$ cat config.mk
export PLATFORM = sky130hd
export DESIGN_NAME = control_unit
export DESIGN_NICKNAME = d
export VERILOG_FILES = /design/src/rtl/control_pkg.sv /design/src/rtl/control_decode.sv /design/src/rtl/control_unit.sv
export SDC_FILE = /design/constraint.sdc
export NUM_CORES = 1
export LEC_CHECK = 0
export BUFFER_PORTS_ARGS = -buffer_cell sky130_fd_sc_hd__buf_2
export CORE_AREA = 2 2 52 42
export CTS_BUF_LIST = sky130_fd_sc_hd__clkbuf_8
export DETAILED_ROUTE_END_ITERATION = 10
export DIE_AREA = 0 0 54 44
export PLACE_DENSITY = 0.91
export SLEW_MARGIN = 15
export SYNTH_ARGS = -nofsm -noshare
export SYNTH_HDL_FRONTEND = slang
export SYNTH_HIERARCHICAL = 1
export SYNTH_SLANG_ARGS = --single-unit
$ cat constraint.sdc
create_clock -name Clock -period 1.65 [get_ports Clock]
set_input_delay 0.0825 -clock Clock [delete_from_list [all_inputs] [get_ports Clock]]
set_output_delay 0.0825 -clock Clock [all_outputs]
set_load 0.05 [all_outputs]
$ cat src/rtl/control_pkg.sv
// Shared definitions for the hardwired control unit: FSM state encoding,
// opcodes, datapath select/function constants, the control bundle type and
// the register-code to active-low RegSel mapping.
package control_pkg;

  typedef enum logic [1:0] {
    StFetchHi = 2'd0,
    StFetchLo = 2'd1,
    StExec    = 2'd2,
    StHalt    = 2'd3
  } state_e;

  localparam logic [3:0] OpAnd  = 4'h0;
  localparam logic [3:0] OpOr   = 4'h1;
  localparam logic [3:0] OpNot  = 4'h2;
  localparam logic [3:0] OpAdd  = 4'h3;
  localparam logic [3:0] OpSub  = 4'h4;
  localparam logic [3:0] OpLsr  = 4'h5;
  localparam logic [3:0] OpLsl  = 4'h6;
  localparam logic [3:0] OpInc  = 4'h7;
  localparam logic [3:0] OpLd   = 4'h8;
  localparam logic [3:0] OpBra  = 4'h9;
  localparam logic [3:0] OpBne  = 4'hA;
  localparam logic [3:0] OpMov  = 4'hB;
  localparam logic [3:0] OpLdi  = 4'hC;
  localparam logic [3:0] OpLdar = 4'hD;
  localparam logic [3:0] OpSt   = 4'hE;
  localparam logic [3:0] OpHlt  = 4'hF;

  localparam logic [3:0] AluPassA = 4'h0;
  localparam logic [3:0] AluNot   = 4'h2;
  localparam logic [3:0] AluAdd   = 4'h4;
  localparam logic [3:0] AluSub   = 4'h6;
  localparam logic [3:0] AluAnd   = 4'h7;
  localparam logic [3:0] AluOr    = 4'h8;
  localparam logic [3:0] AluLsl   = 4'hA;
  localparam logic [3:0] AluLsr   = 4'hB;

  // FunSel shared by RF, ARF and IR
  localparam logic [1:0] FunDec   = 2'd0;
  localparam logic [1:0] FunInc   = 2'd1;
  localparam logic [1:0] FunLoad  = 2'd2;
  localparam logic [1:0] FunClear = 2'd3;

  localparam logic [1:0] MuxAImm  = 2'd0;
  localparam logic [1:0] MuxAMem  = 2'd1;
  localparam logic [1:0] MuxAAlu  = 2'd3;
  localparam logic [1:0] MuxBImm  = 2'd1;
  localparam logic [1:0] ArfOutPc = 2'd0;
  localparam logic [1:0] ArfOutAr = 2'd2;

  localparam logic [2:0] ArfSelNone = 3'b111;
  localparam logic [2:0] ArfSelPc   = 3'b011;
  localparam logic [2:0] ArfSelAr   = 3'b101;
  localparam logic [3:0] RfSelNone  = 4'b1111;

  typedef struct packed {
    logic [1:0] rf_outa_sel;
    logic [1:0] rf_outb_sel;
    logic [1:0] rf_fun_sel;
    logic [3:0] rf_reg_sel;
    logic [3:0] alu_fun_sel;
    logic [1:0] arf_outc_sel;
    logic [1:0] arf_outd_sel;
    logic [1:0] arf_fun_sel;
    logic [2:0] arf_reg_sel;
    logic       ir_lh;
    logic       ir_enable;
    logic [1:0] ir_funsel;
    logic       mem_wr;
    logic       mem_cs;
    logic [1:0] mux_a_sel;
    logic [1:0] mux_b_sel;
    logic       mux_c_sel;
  } ctrl_t;

  // Every cycle starts from this bundle: nothing enabled, memory deselected.
  function automatic ctrl_t ctrl_idle();
    ctrl_t c;
    c              = '0;
    c.rf_fun_sel   = FunLoad;
    c.rf_reg_sel   = RfSelNone;
    c.arf_fun_sel  = FunLoad;
    c.arf_reg_sel  = ArfSelNone;
    c.ir_funsel    = FunLoad;
    c.mem_cs       = 1'b1;
    return c;
  endfunction

  // Register code to active-low enable, R1 on bit 3 down to R4 on bit 0
  function automatic logic [3:0] rf_sel(input logic [1:0] rr);
    logic [3:0] sel;
    case (rr)
      2'b00:   sel = 4'b0111;
      2'b01:   sel = 4'b1011;
      2'b10:   sel = 4'b1101;
      default: sel = 4'b1110;
    endcase
    return sel;
  endfunction

endpackage

$ cat src/rtl/control_decode.sv
// Combinational EXEC-cycle decoder.
// Ports:
//   ir    - current instruction register contents
//   flags - ALU flags {Z,C,N,O}; only Z is consumed (BNE)
//   ctrl  - datapath control bundle for the execute cycle
//   halt  - instruction is HLT; FSM moves to HALT
module control_decode
  import control_pkg::*;
(
  input  logic [15:0] ir,
  input  logic [3:0]  flags,
  output ctrl_t       ctrl,
  output logic        halt
);

  logic [3:0] opcode;
  logic [1:0] rd, rs1, rs2;
  logic       unused_bits;

  assign opcode = ir[15:12];
  assign rd     = ir[11:10];
  assign rs1    = ir[9:8];
  assign rs2    = ir[7:6];

  // Immediate bits go straight from IR to the datapath, C/N/O are not needed here
  assign unused_bits = ^{ir[5:0], flags[2:0]};

  always_comb begin
    ctrl = ctrl_idle();
    halt = 1'b0;
    unique case (opcode)
      OpAnd, OpOr, OpNot, OpAdd, OpSub, OpLsr, OpLsl: begin
        ctrl.rf_outa_sel = rs1;
        ctrl.rf_outb_sel = rs2;
        ctrl.mux_c_sel   = 1'b1;
        ctrl.mux_a_sel   = MuxAAlu;
        ctrl.rf_fun_sel  = FunLoad;
        ctrl.rf_reg_sel  = rf_sel(rd);
        case (opcode)
          OpAnd:   ctrl.alu_fun_sel = AluAnd;
          OpOr:    ctrl.alu_fun_sel = AluOr;
          OpNot:   ctrl.alu_fun_sel = AluNot;
          OpAdd:   ctrl.alu_fun_sel = AluAdd;
          OpSub:   ctrl.alu_fun_sel = AluSub;
          OpLsr:   ctrl.alu_fun_sel = AluLsr;
          default: ctrl.alu_fun_sel = AluLsl;
        endcase
      end
      OpInc: begin
        ctrl.rf_fun_sel = FunInc;
        ctrl.rf_reg_sel = rf_sel(rd);
      end
      OpLd: begin
        ctrl.mem_cs       = 1'b0;
        ctrl.arf_outd_sel = ArfOutAr;
        ctrl.mux_a_sel    = MuxAMem;
        ctrl.rf_fun_sel   = FunLoad;
        ctrl.rf_reg_sel   = rf_sel(rd);
      end
      OpBra, OpBne: begin
        // BNE falls back to idle when Z is set
        if (opcode == OpBra || !flags[3]) begin
          ctrl.mux_b_sel   = MuxBImm;
          ctrl.arf_fun_sel = FunLoad;
          ctrl.arf_reg_sel = ArfSelPc;
        end
      end
      OpMov: begin
        ctrl.rf_outa_sel = rs1;
        ctrl.alu_fun_sel = AluPassA;
        ctrl.mux_c_sel   = 1'b1;
        ctrl.mux_a_sel   = MuxAAlu;
        ctrl.rf_fun_sel  = FunLoad;
        ctrl.rf_reg_sel  = rf_sel(rd);
      end
      OpLdi: begin
        ctrl.mux_a_sel  = MuxAImm;
        ctrl.rf_fun_sel = FunLoad;
        ctrl.rf_reg_sel = rf_sel(rd);
      end
      OpLdar: begin
        ctrl.mux_b_sel   = MuxBImm;
        ctrl.arf_fun_sel = FunLoad;
        ctrl.arf_reg_sel = ArfSelAr;
      end
      OpSt: begin
        ctrl.rf_outa_sel  = rd;
        ctrl.mux_c_sel    = 1'b1;
        ctrl.alu_fun_sel  = AluPassA;
        ctrl.arf_outd_sel = ArfOutAr;
        ctrl.mem_cs       = 1'b0;
        ctrl.mem_wr       = 1'b1;
      end
      OpHlt: halt = 1'b1;
      default: ;
    endcase
  end

endmodule

$ cat src/rtl/control_unit.sv
// Hardwired sequencer for the 8-bit datapath: two fetch cycles (high then
// low IR byte, PC++ each), one execute cycle, and a sticky HALT state.
// Ports:
//   Clock, Reset      - rising-edge clock, synchronous active-high reset
//   IROut, Flags      - instruction register and ALU flags from the datapath
//   RF_* / ARF_* / IR_* / Mem_* / Mux*Sel / ALU_FunSel - datapath controls
//   Halted, State     - HALT indicator and debug copy of the FSM state
module control_unit
  import control_pkg::*;
(
  input  logic        Clock,
  input  logic        Reset,
  input  logic [15:0] IROut,
  input  logic [3:0]  Flags,
  output logic [1:0]  RF_OutASel,
  output logic [1:0]  RF_OutBSel,
  output logic [1:0]  RF_FunSel,
  output logic [3:0]  RF_RegSel,
  output logic [3:0]  ALU_FunSel,
  output logic [1:0]  ARF_OutCSel,
  output logic [1:0]  ARF_OutDSel,
  output logic [1:0]  ARF_FunSel,
  output logic [2:0]  ARF_RegSel,
  output logic        IR_LH,
  output logic        IR_Enable,
  output logic [1:0]  IR_Funsel,
  output logic        Mem_WR,
  output logic        Mem_CS,
  output logic [1:0]  MuxASel,
  output logic [1:0]  MuxBSel,
  output logic        MuxCSel,
  output logic        Halted,
  output logic [1:0]  State
);

  state_e state_q, state_d;
  ctrl_t  dec_ctrl, ctrl;
  logic   dec_halt;

  control_decode u_decode (
    .ir    (IROut),
    .flags (Flags),
    .ctrl  (dec_ctrl),
    .halt  (dec_halt)
  );

  always_ff @(posedge Clock) begin
    if (Reset) begin
      state_q <= StFetchHi;
    end else begin
      state_q <= state_d;
    end
  end

  always_comb begin
    state_d = state_q;
    unique case (state_q)
      StFetchHi: state_d = StFetchLo;
      StFetchLo: state_d = StExec;
      StExec:    state_d = dec_halt ? StHalt : StFetchHi;
      StHalt:    state_d = StHalt;
    endcase
  end

  always_comb begin
    ctrl   = ctrl_idle();
    Halted = 1'b0;
    if (Reset) begin
      // Clear PC on the same edge that restarts the FSM
      ctrl.arf_reg_sel = ArfSelPc;
      ctrl.arf_fun_sel = FunClear;
    end else begin
      unique case (state_q)
        StFetchHi, StFetchLo: begin
          ctrl.mem_cs       = 1'b0;
          ctrl.arf_outd_sel = ArfOutPc;
          ctrl.ir_enable    = 1'b1;
          ctrl.ir_funsel    = FunLoad;
          ctrl.ir_lh        = (state_q == StFetchLo);
          ctrl.arf_reg_sel  = ArfSelPc;
          ctrl.arf_fun_sel  = FunInc;
        end
        StExec: ctrl = dec_ctrl;
        StHalt: Halted = 1'b1;
      endcase
    end
  end

  assign RF_OutASel  = ctrl.rf_outa_sel;
  assign RF_OutBSel  = ctrl.rf_outb_sel;
  assign RF_FunSel   = ctrl.rf_fun_sel;
  assign RF_RegSel   = ctrl.rf_reg_sel;
  assign ALU_FunSel  = ctrl.alu_fun_sel;
  assign ARF_OutCSel = ctrl.arf_outc_sel;
  assign ARF_OutDSel = ctrl.arf_outd_sel;
  assign ARF_FunSel  = ctrl.arf_fun_sel;
  assign ARF_RegSel  = ctrl.arf_reg_sel;
  assign IR_LH       = ctrl.ir_lh;
  assign IR_Enable   = ctrl.ir_enable;
  assign IR_Funsel   = ctrl.ir_funsel;
  assign Mem_WR      = ctrl.mem_wr;
  assign Mem_CS      = ctrl.mem_cs;
  assign MuxASel     = ctrl.mux_a_sel;
  assign MuxBSel     = ctrl.mux_b_sel;
  assign MuxCSel     = ctrl.mux_c_sel;
  assign State       = state_q;

endmodule

==> results of run 1 <==
[power groups by stage]
stage | logic, mW | registers [mW] | clock network [mW]
4_1_cts | 0.251 | 0.0606 | 0.204
5_1_grt | 0.270 | 0.0616 | 0.208
3_5_place_dp | 0.251 | 0.0611 | 0
3_3_place_gp | 0.245 | 0.0606 | 0
6_report | 0.251 | 0.0606 | 0.197
2_1_floorplan | 0.201 | 0.0763 | 0
[layout by cell type, fill, tap and decap left out, types with 2 or more instances in the layout]
cell and instances:
a21oi_1 5, and2_1 22, and3b_1 3, buf_2 42, clkbuf_8 3, conb_1 11, inv_1 6, nand2b_1 7
nand3b_1 3, nor2_1 3, nor2b_1 4, nor3b_1 3, o211ai_1 4, o21a_1 2, o21ai_0 6, o32ai_1 2
or2b_1 8, xor2_1 2
[through the flow]
step,hold slack [ns],util,worst slack [ns]
after floorplan,0.147,-,0.0138
after global placement,0.370,0.513,0.352
after detailed placement,0.372,0.513,0.316
after CTS,0.149,0.535,0.0880
after global routing,0.182,0.535,0.0382
final,0.155,0.535,0.0996
[metal layers]
metal	up-vias	global-route usage	wire, um
met1	362	0.192	802
li1	437	-	-
met2	30	0.237	931
met3	0	0.0414	119
met5	-	0	0
met4	0	0.0650	0
[area by class of cell]
cell class              count  area share
multi-input cells          98       0.632
repair buffers             44       0.235
flip-flops and latches      2      0.0408
clock buffers               3      0.0408
well taps                  24      0.0297
inverters                   6      0.0222
[worst register-to-register path, delay by kind of cell (launching register included)]
| kind | cells | cell delay, ns |
|---|---|---|
| and+or+nand+nor | 2 | 0.56 |
| DFF | 1 | 0.32 |
| buffers and inverters | 1 | 0.17 |
[cell families (layout without fill, tap and decap cells)]
logic type / Yosys count / count (layout) / synth area share
buffers and inverters: 27 / 53 / 0.207
XOR/XNOR: 3 / 3 / 0.0325
AND/OR/NAND/NOR: 61 / 61 / 0.521
other: 2 / 11 / 0.00928
flip-flops: 2 / 2 / 0.0495
AO/OA/AOI/OAI: 23 / 23 / 0.181
[worst paths after layout]
kind                                             to  slack, ns  cells after the start
worst max-delay path                   RF_RegSel[0]        0.1                      4
worst min-delay path            State[1]$_SDFF_PP0_       0.16                      2
worst max register to register  State[0]$_SDFF_PP0_       0.49                      3
worst min register to register  State[1]$_SDFF_PP0_       0.60                      2
==> impl_metrics.yaml, run 1 <==
yosys:
  synth.area.top_cells: "and2_1 17%, buf_4 11%, or2b_1 7.4%"
  avgSynthCellArea_um2: 6.86
  synth_enable_flop_cells: 0
  synth_commonest_cells: "22 x and2_1, 12 x buf_4, 8 x or2b_1"
  ys_ff_latch: 2
  synth_top_cell_area_share: 0.170
  synth-seq-area-share: 0.0495
  synth-main-ff-cell: "dfxtp_1"
  yosys_warnings: 6
  post_synth_instance_area_um2: 810
  synth.lib_cells_used.distinct: 34
  synthCells: 118
  async_sr_flop_fraction: 0
  synth_top_area_cell: "and2_1"
  yosys.cell_count.top_type: "and2_1"
detailed_routing:
  via_count: 829
  drc_errors: 0
  wl_um: 1850
  drt_pass1_iterations: 4
  detail_route.wl_per_cell_um: 10.5
  violation_count_after_the_first_detailed_route_iteration: 18
  avgViaCountPerCell: 4.68
  postRouteAntennaNets: 0
sta:
  unrepaired_setup_endpoints_after_global_routing: "false"
  setup_viol: 0
  achievable-frequency_ghz: 0.645
  hold_violations: 0
  finalCritPeriodShare: 0.940
  aggregate_negative_setup_slack_ns: 0
  final.min_clock_period_ns: 1.55
  final.setup_skew_ns: 0.000171
  slew_violations: 0
worst_hold_path:
  min_path_type: "in2reg"
  hold_start: "Reset"
finish:
  flow.area_growth_from_synthesis_pct: 25.0
  largest_register_ffs: 2
  register_area_um2: 41.3
  layout-drive-gt1-share: 0.340
  final_cell_area_um2: 1010
  multi_input_area_um2: 639
  layout.filler_cells: 192
  fin_cells: 177
  finalNetCount: 177
  final_antenna_diode_count: 0
power:
  intPower_uw: 289
  totalPowerFinal_uw: 509
  power.share.switching: 0.433
  pwr-share-seq: 0.119
  power_frac_clock: 0.387
  p_sw_uw: 220
  power.density_nw_per_um2: 502
  comb_power_share: 0.494
  power.leakage_nw: 0.498
  irDropWorstVdd_uv: 303
clock_network:
  cts_tree: "done"
  clkSinkCount: 2
  post_cts.repair.setup_buffers: 0
  ctsRootBufferMaster: "clkbuf_8"
  htreeDepth: 1
  cts.hold.buffers_added: 0
  clk_latency_ns: 0.21
  clk_transition_reported_paths_ns: 0.03
  tritoncts.num_buffers: 3
  max-clock-path-buffers: 2
  post_cts_resize_count: 0
flow_run:
  timing.max_cap.violations: 0
floorplan:
  rows: 14
  die_height_um: 44
  initial_core_utilization: 0.428
  floorplan.io_pins: 59
  core_area_um2: 1890
  floorplan.die.width_um: 54
  die_area_um2: 2380
global_route:
  grt_start_max_net_pins: 29
  gr-usage-all-layers: 0.151
  grt_first_pass_wirelength_um: 2650
  first_global_vias: 627
  grt_overflow_total: 0
  grt_antenna_before_repair: 0
setup_path:
  endpoint_kind: "output pin"
  crit_buf_inv: 2
  worst_setup_path_startpoint: "State[1]$_SDFF_PP0_"
  critPathLaunchType: "register"
  critPathSlowestCell: "dfxtp_2"
  critical_path_required_ns: 1.57
  path_max_fanout: 28
  cp_cell_sequence: "nor3b_4 > buf_12 > or2b_1 > buf_2"
  worst-endpoint-arrival_ns: 1.47
  highest_cell_delay_on_the_worst_timing_path_ns: 0.39
  critPathTopFamily: "simple AND/OR/NAND/NOR gates"
  r2r_start: "State[0]$_SDFF_PP0_"
  crit_type: "reg2out"
place:
  gpl.final_weighted_congestion: 0.660
  dp_hpwl_um: 1370
  placedCellCount: 174
  place.port_buffers: 42
  place_area_um2: 971
run_status:
  status: "complete, no violations"
(Power assumes the default switching activity.)
==> inputs of run 2 (changes only) <==
- ABC_AREA: default -> 1
- PLACE_DENSITY: 0.91 -> 0.89
==> run 2 against run 1 <==
Wire length is 11% higher. Via count is 24% higher. Clock-buffer cell count stayed put. Cell count increased by 28%. Largest cell class unchanged. Largest power group unchanged. Highest routed layer is now met4.
==> impl_metrics.yaml, run 2 <==
sta:
  achievable-frequency_ghz: 0.687
  final.setup_skew_ns: 0.00116
  hold_violations: 0
  setup_viol: 0
  finalCritPeriodShare: 0.882
  final.min_clock_period_ns: 1.46
  slew_violations: 0
  timing.final.ws_setup_ns: 0.194
  slew_headroom: 0.408
  unrepaired_setup_endpoints_after_global_routing: "false"
  worst-slew-pin-transition_ns: 0.885
finish:
  multi_input_area_um2: 554
  fin_cells: 226
  layout.filler_cells: 223
  mostFrequentLayoutCell: "nand2_1"
  final_cell_area_um2: 958
  layout-drive-gt1-share: 0.272
  flow.area_growth_from_synthesis_pct: 22.8
  final_antenna_diode_count: 0
  final_util: 0.507
  finalNetCount: 226
  largest_register_ffs: 2
  register_area_um2: 40.0
  final_cell_mix: "58 x nand2_1, 42 x nor2_1, 42 x buf_2, 18 x inv_1, 11 x conb_1"
place:
  place_area_um2: 917
  gpl.final_weighted_congestion: 0.777
  placedCellCount: 223
  dpl_worst_slack_ns: 0.477
  dp_hpwl_um: 1530
  place.port_buffers: 42
yosys:
  post_synth_instance_area_um2: 781
  ys_ff_latch: 2
  synth_top_cell_area_share: 0.279
  synth-seq-area-share: 0.0513
  synthCells: 165
  synth.lib_cells_used.distinct: 19
  yosys.cell_count.top_type: "nand2_1"
  synth_enable_flop_cells: 0
  synth_commonest_cells: "58 x nand2_1, 43 x nor2_1, 18 x inv_1"
  synth_top_area_cell: "nand2_1"
  avgSynthCellArea_um2: 4.73
  synth.area.top_cells: "nand2_1 28%, nor2_1 21%, buf_4 11%"
  async_sr_flop_fraction: 0
  yosys_warnings: 6
  synth-main-ff-cell: "dfxtp_1"
global_route:
  grt_first_pass_wirelength_um: 3100
  grt_overflow_total: 0
  grt_antenna_before_repair: 0
  first_global_vias: 796
  grt_start_max_net_pins: 26
  gr-usage-all-layers: 0.173
clock_network:
  post_cts_resize_count: 0
  htreeDepth: 1
  cts_tree: "done"
  clkSinkCount: 2
  clk_transition_reported_paths_ns: 0.03
  ctsRootBufferMaster: "clkbuf_8"
  clk_latency_ns: 0.21
  cts.hold.buffers_added: 0
  tritoncts.num_buffers: 3
  post_cts.repair.setup_buffers: 0
  max-clock-path-buffers: 2
setup_path:
  crit_type: "reg2out"
  worst-endpoint-arrival_ns: 1.37
  critical_path_required_ns: 1.57
  setup_slack_reg_to_reg_ns: 0.70
  setup.worst_path.end: "ARF_FunSel[1]"
  endpoint_kind: "output pin"
  rr_worst_depth: 3
  worst_setup_path_startpoint: "State[1]$_SDFF_PP0_"
  critPathLaunchType: "register"
  worstReg2RegEnd: "State[0]$_SDFF_PP0_"
  r2r_start: "State[1]$_SDFF_PP0_"
  path_max_fanout: 5
floorplan:
  die_height_um: 44
  rows: 14
  floorplan.die.width_um: 54
  floorplan.io_pins: 59
  initial_core_utilization: 0.413
  die_area_um2: 2380
  core_area_um2: 1890
flow_run:
  timing.max_cap.violations: 0
detailed_routing:
  via_count: 1032
  postRouteAntennaNets: 0
  avgViaCountPerCell: 4.57
  drc_errors: 0
  violation_count_after_the_first_detailed_route_iteration: 26
  drt_pass1_iterations: 5
  detail_route.wl_per_cell_um: 9.07
  wl_um: 2050
run_status:
  status: "complete, no violations"
worst_hold_path:
  min_path_type: "in2reg"
  hold_start: "Reset"
power:
  totalPowerFinal_uw: 535
  power.leakage_nw: 0.606
  power.density_nw_per_um2: 558
  irDropWorstVdd_uv: 247
## run 2: changes by cell type in the layout (fill, tap and decap cells not counted), moves of 4 or more
cell	before	now
inv_1	6	18
nand3_1	1	7
or2b_1	8	0
nand2b_1	7	0
o211ai_1	4	0
and2_1	22	0
nor2b_1	4	0
o21ai_0	6	0
nand2_1	0	58
nor2_1	3	42
## run 2: logic make-up after synthesis
family,after synthesis,synth area share
and+or+nand+nor,114,0.590
buffers and inverters,38,0.290
AOI/OAI and AO/OA,9,0.0593
DFF,2,0.0513
other,2,0.00962
## run 2: critical path, stage by stage (launching register included)
cell and delay (ns):
dfxtp_1 0.42, inv_1 0.10, nor2_1 0.21, nand2_1 0.12, nand2_1 0.07, buf_2 0.25
## run 2: layer usage
| layer | up-vias | track usage | wire length [um] |
|---|---|---|---|
| met5 | - | 0 | 0 |
| li1 | 541 | - | - |
| met3 | 4 | 0.0207 | 248 |
| met2 | 65 | 0.300 | 899 |
| met4 | 0 | 0.0850 | 29 |
| met1 | 422 | 0.209 | 872 |
## run 2: power breakdown
group	total, mW	internal, mW	switching [mW]
clock	0.190	0.154	0.0358
sequential	0.0585	0.0535	0.00497
combinational	0.287	0.0693	0.218
total	0.535	0.277	0.258
## run 2: through the flow
step,hold slack (ns),TNS (ns)
4_1_cts,0.158,0
2_1_floorplan,0.197,-1.42
3_3_place_gp,0.367,0
5_1_grt,0.168,0
3_5_place_dp,0.365,0
6_report,0.162,0
## run 2: how the worst min path moves through the flow
stage | to | slack [ns] | cells past startpoint
2_1_floorplan | State[1]$_SDFF_PP0_ | 0.20 | 1
3_3_place_gp | State[1]$_SDFF_PP0_ | 0.37 | 2
3_5_place_dp | State[1]$_SDFF_PP0_ | 0.37 | 2
4_1_cts | State[1]$_SDFF_PP0_ | 0.16 | 2
5_1_grt | State[1]$_SDFF_PP0_ | 0.17 | 2
6_report | State[1]$_SDFF_PP0_ | 0.16 | 2
## run 2: final cells by class
cell class                 count  share of cell area
clock buffer                   3              0.0431
tap                           24              0.0313
multi-input combinational    134               0.578
timing repair buffer          43               0.227
inverter                      20              0.0783
sequential                     2              0.0418
==> inputs of run 3 (changes only) <==
- REMOVE_ABC_BUFFERS: default -> 1
==> run 3 against run 2 <==
Non-clock buffer count unchanged. Sequential power down 0.7%. Total power up 0.27%. Combinational power down 2%. Critical path depth down 1. Sequential share of layout area about the same. Critical endpoint is now ARF_RegSel[1].
==> impl_metrics.yaml, run 3 (synthesized netlist as in run 2, its figures left out) <==
finish:
  mostFrequentLayoutCell: "nand2_1"
  final_cell_mix: "58 x nand2_1, 43 x nor2_1, 42 x buf_2, 18 x inv_1, 11 x conb_1"
  largest_register_ffs: 2
  fin_cells: 226
  final_antenna_diode_count: 0
  final_cell_area_um2: 952
  finalNetCount: 226
  layout-drive-gt1-share: 0.262
  flow.area_growth_from_synthesis_pct: 22.0
floorplan:
  die_height_um: 44
  die_area_um2: 2380
  rows: 14
  core_area_um2: 1890
  initial_core_utilization: 0.413
  floorplan.die.width_um: 54
  floorplan.io_pins: 59
global_route:
  met1_global_route_usage: 0.209
  grt_antenna_before_repair: 0
  grt_start_max_net_pins: 26
  gr-usage-all-layers: 0.165
  top_usage_layer: "met2"
  globalRouteMet3Util: 0.0241
  grt.met2_usage: 0.268
  grt_overflow_total: 0
  grt_first_pass_wirelength_um: 2870
  first_global_vias: 736
clock_network:
  ctsRootBufferMaster: "clkbuf_8"
  clk_transition_reported_paths_ns: 0.03
  htreeDepth: 1
  clk_latency_ns: 0.21
  max-clock-path-buffers: 2
  post_cts_resize_count: 0
  cts_tree: "done"
  post_cts.repair.setup_buffers: 0
  tritoncts.num_buffers: 3
  clkSinkCount: 2
  cts.hold.buffers_added: 0
setup_path:
  path_max_fanout: 24
  crit_type: "reg2out"
  worst-endpoint-arrival_ns: 1.28
  critPathLaunchType: "register"
  critical_path_required_ns: 1.57
  endpoint_kind: "output pin"
place:
  dpl_worst_slack_ns: 0.498
  place_area_um2: 911
  gpl.final_weighted_congestion: 0.796
  placedCellCount: 223
  dp_hpwl_um: 1470
  place.port_buffers: 42
flow_run:
  timing.max_cap.violations: 0
sta:
  hold_violations: 0
  timing.final.ws_setup_ns: 0.291
  final.setup_skew_ns: 0.0000953
  slew_violations: 0
  slew_headroom: 0.407
  setup_viol: 0
  final.min_clock_period_ns: 1.36
  unrepaired_setup_endpoints_after_global_routing: "false"
  worst-slew-pin-transition_ns: 0.887
  achievable-frequency_ghz: 0.736
  finalCritPeriodShare: 0.824
run_status:
  status: "complete, no violations"
detailed_routing:
  wl_um: 1950
  violation_count_after_the_first_detailed_route_iteration: 18
  via_count: 987
  drc_errors: 0
  avgViaCountPerCell: 4.37
  drt_pass1_iterations: 4
  postRouteAntennaNets: 0
  detail_route.wl_per_cell_um: 8.62
power:
  power.density_nw_per_um2: 563
  power.leakage_nw: 0.607
  irDropWorstVdd_uv: 298
worst_hold_path:
  min_path_type: "in2reg"
run 3: cell counts in the layout (fill, tap and decap cells not counted):
No cell type changed its count.
run 3: area by class of cell:
type                    instances  area (um^2)
repair buffers                 43          218
multi-input cells             134          548
well taps                      24         30.0
fillers                       220          940
flip-flops and latches          2         40.0
inverters                      20         75.1
clock buffers                   3         41.3
run 3: worst paths after layout:
check                                         start                   to  slack (ns)  cells past startpoint
worst max-delay path            State[1]$_SDFF_PP0_        ARF_RegSel[1]        0.29                      4
worst min-delay path                          Reset  State[1]$_SDFF_PP0_        0.14                      2
worst max register to register  State[1]$_SDFF_PP0_  State[0]$_SDFF_PP0_        0.76                      3
worst min register to register  State[1]$_SDFF_PP0_  State[0]$_SDFF_PP0_        0.68                      4
run 3: per-layer routing:
| metal | up-vias | routed length (um) |
|---|---|---|
| met2 | 44 | 862 |
| met3 | 2 | 174 |
| met1 | 401 | 890 |
| met5 | - | 0 |
| li1 | 540 | - |
| met4 | 0 | 20 |
run 3: worst max-delay path: stages (launching register included):
cell	delay (ns)
dfxtp_1	0.42
nand2_4	0.19
inv_2	0.17
nand2_1	0.07
buf_2	0.21
run 3: through the flow:
step	TNS (ns)	total power, mW	util	hold WS, ns
finish	0	0.537	0.503	0.144
global route	0	0.568	0.503	0.160
CTS	0	0.536	0.503	0.147
detailed placement	0	0.339	0.481	0.366
global placement	0	0.335	0.481	0.354
floorplan	-1.91	0.269	-	0.200
run 3: where the power goes:
part	switching [mW]	leakage [nW]	internal, mW	total [mW]
clock	0.0427	0.0216	0.155	0.197
combinational	0.213	0.569	0.0685	0.281
sequential	0.00466	0.0166	0.0535	0.0581
total	0.260	0.607	0.277	0.537
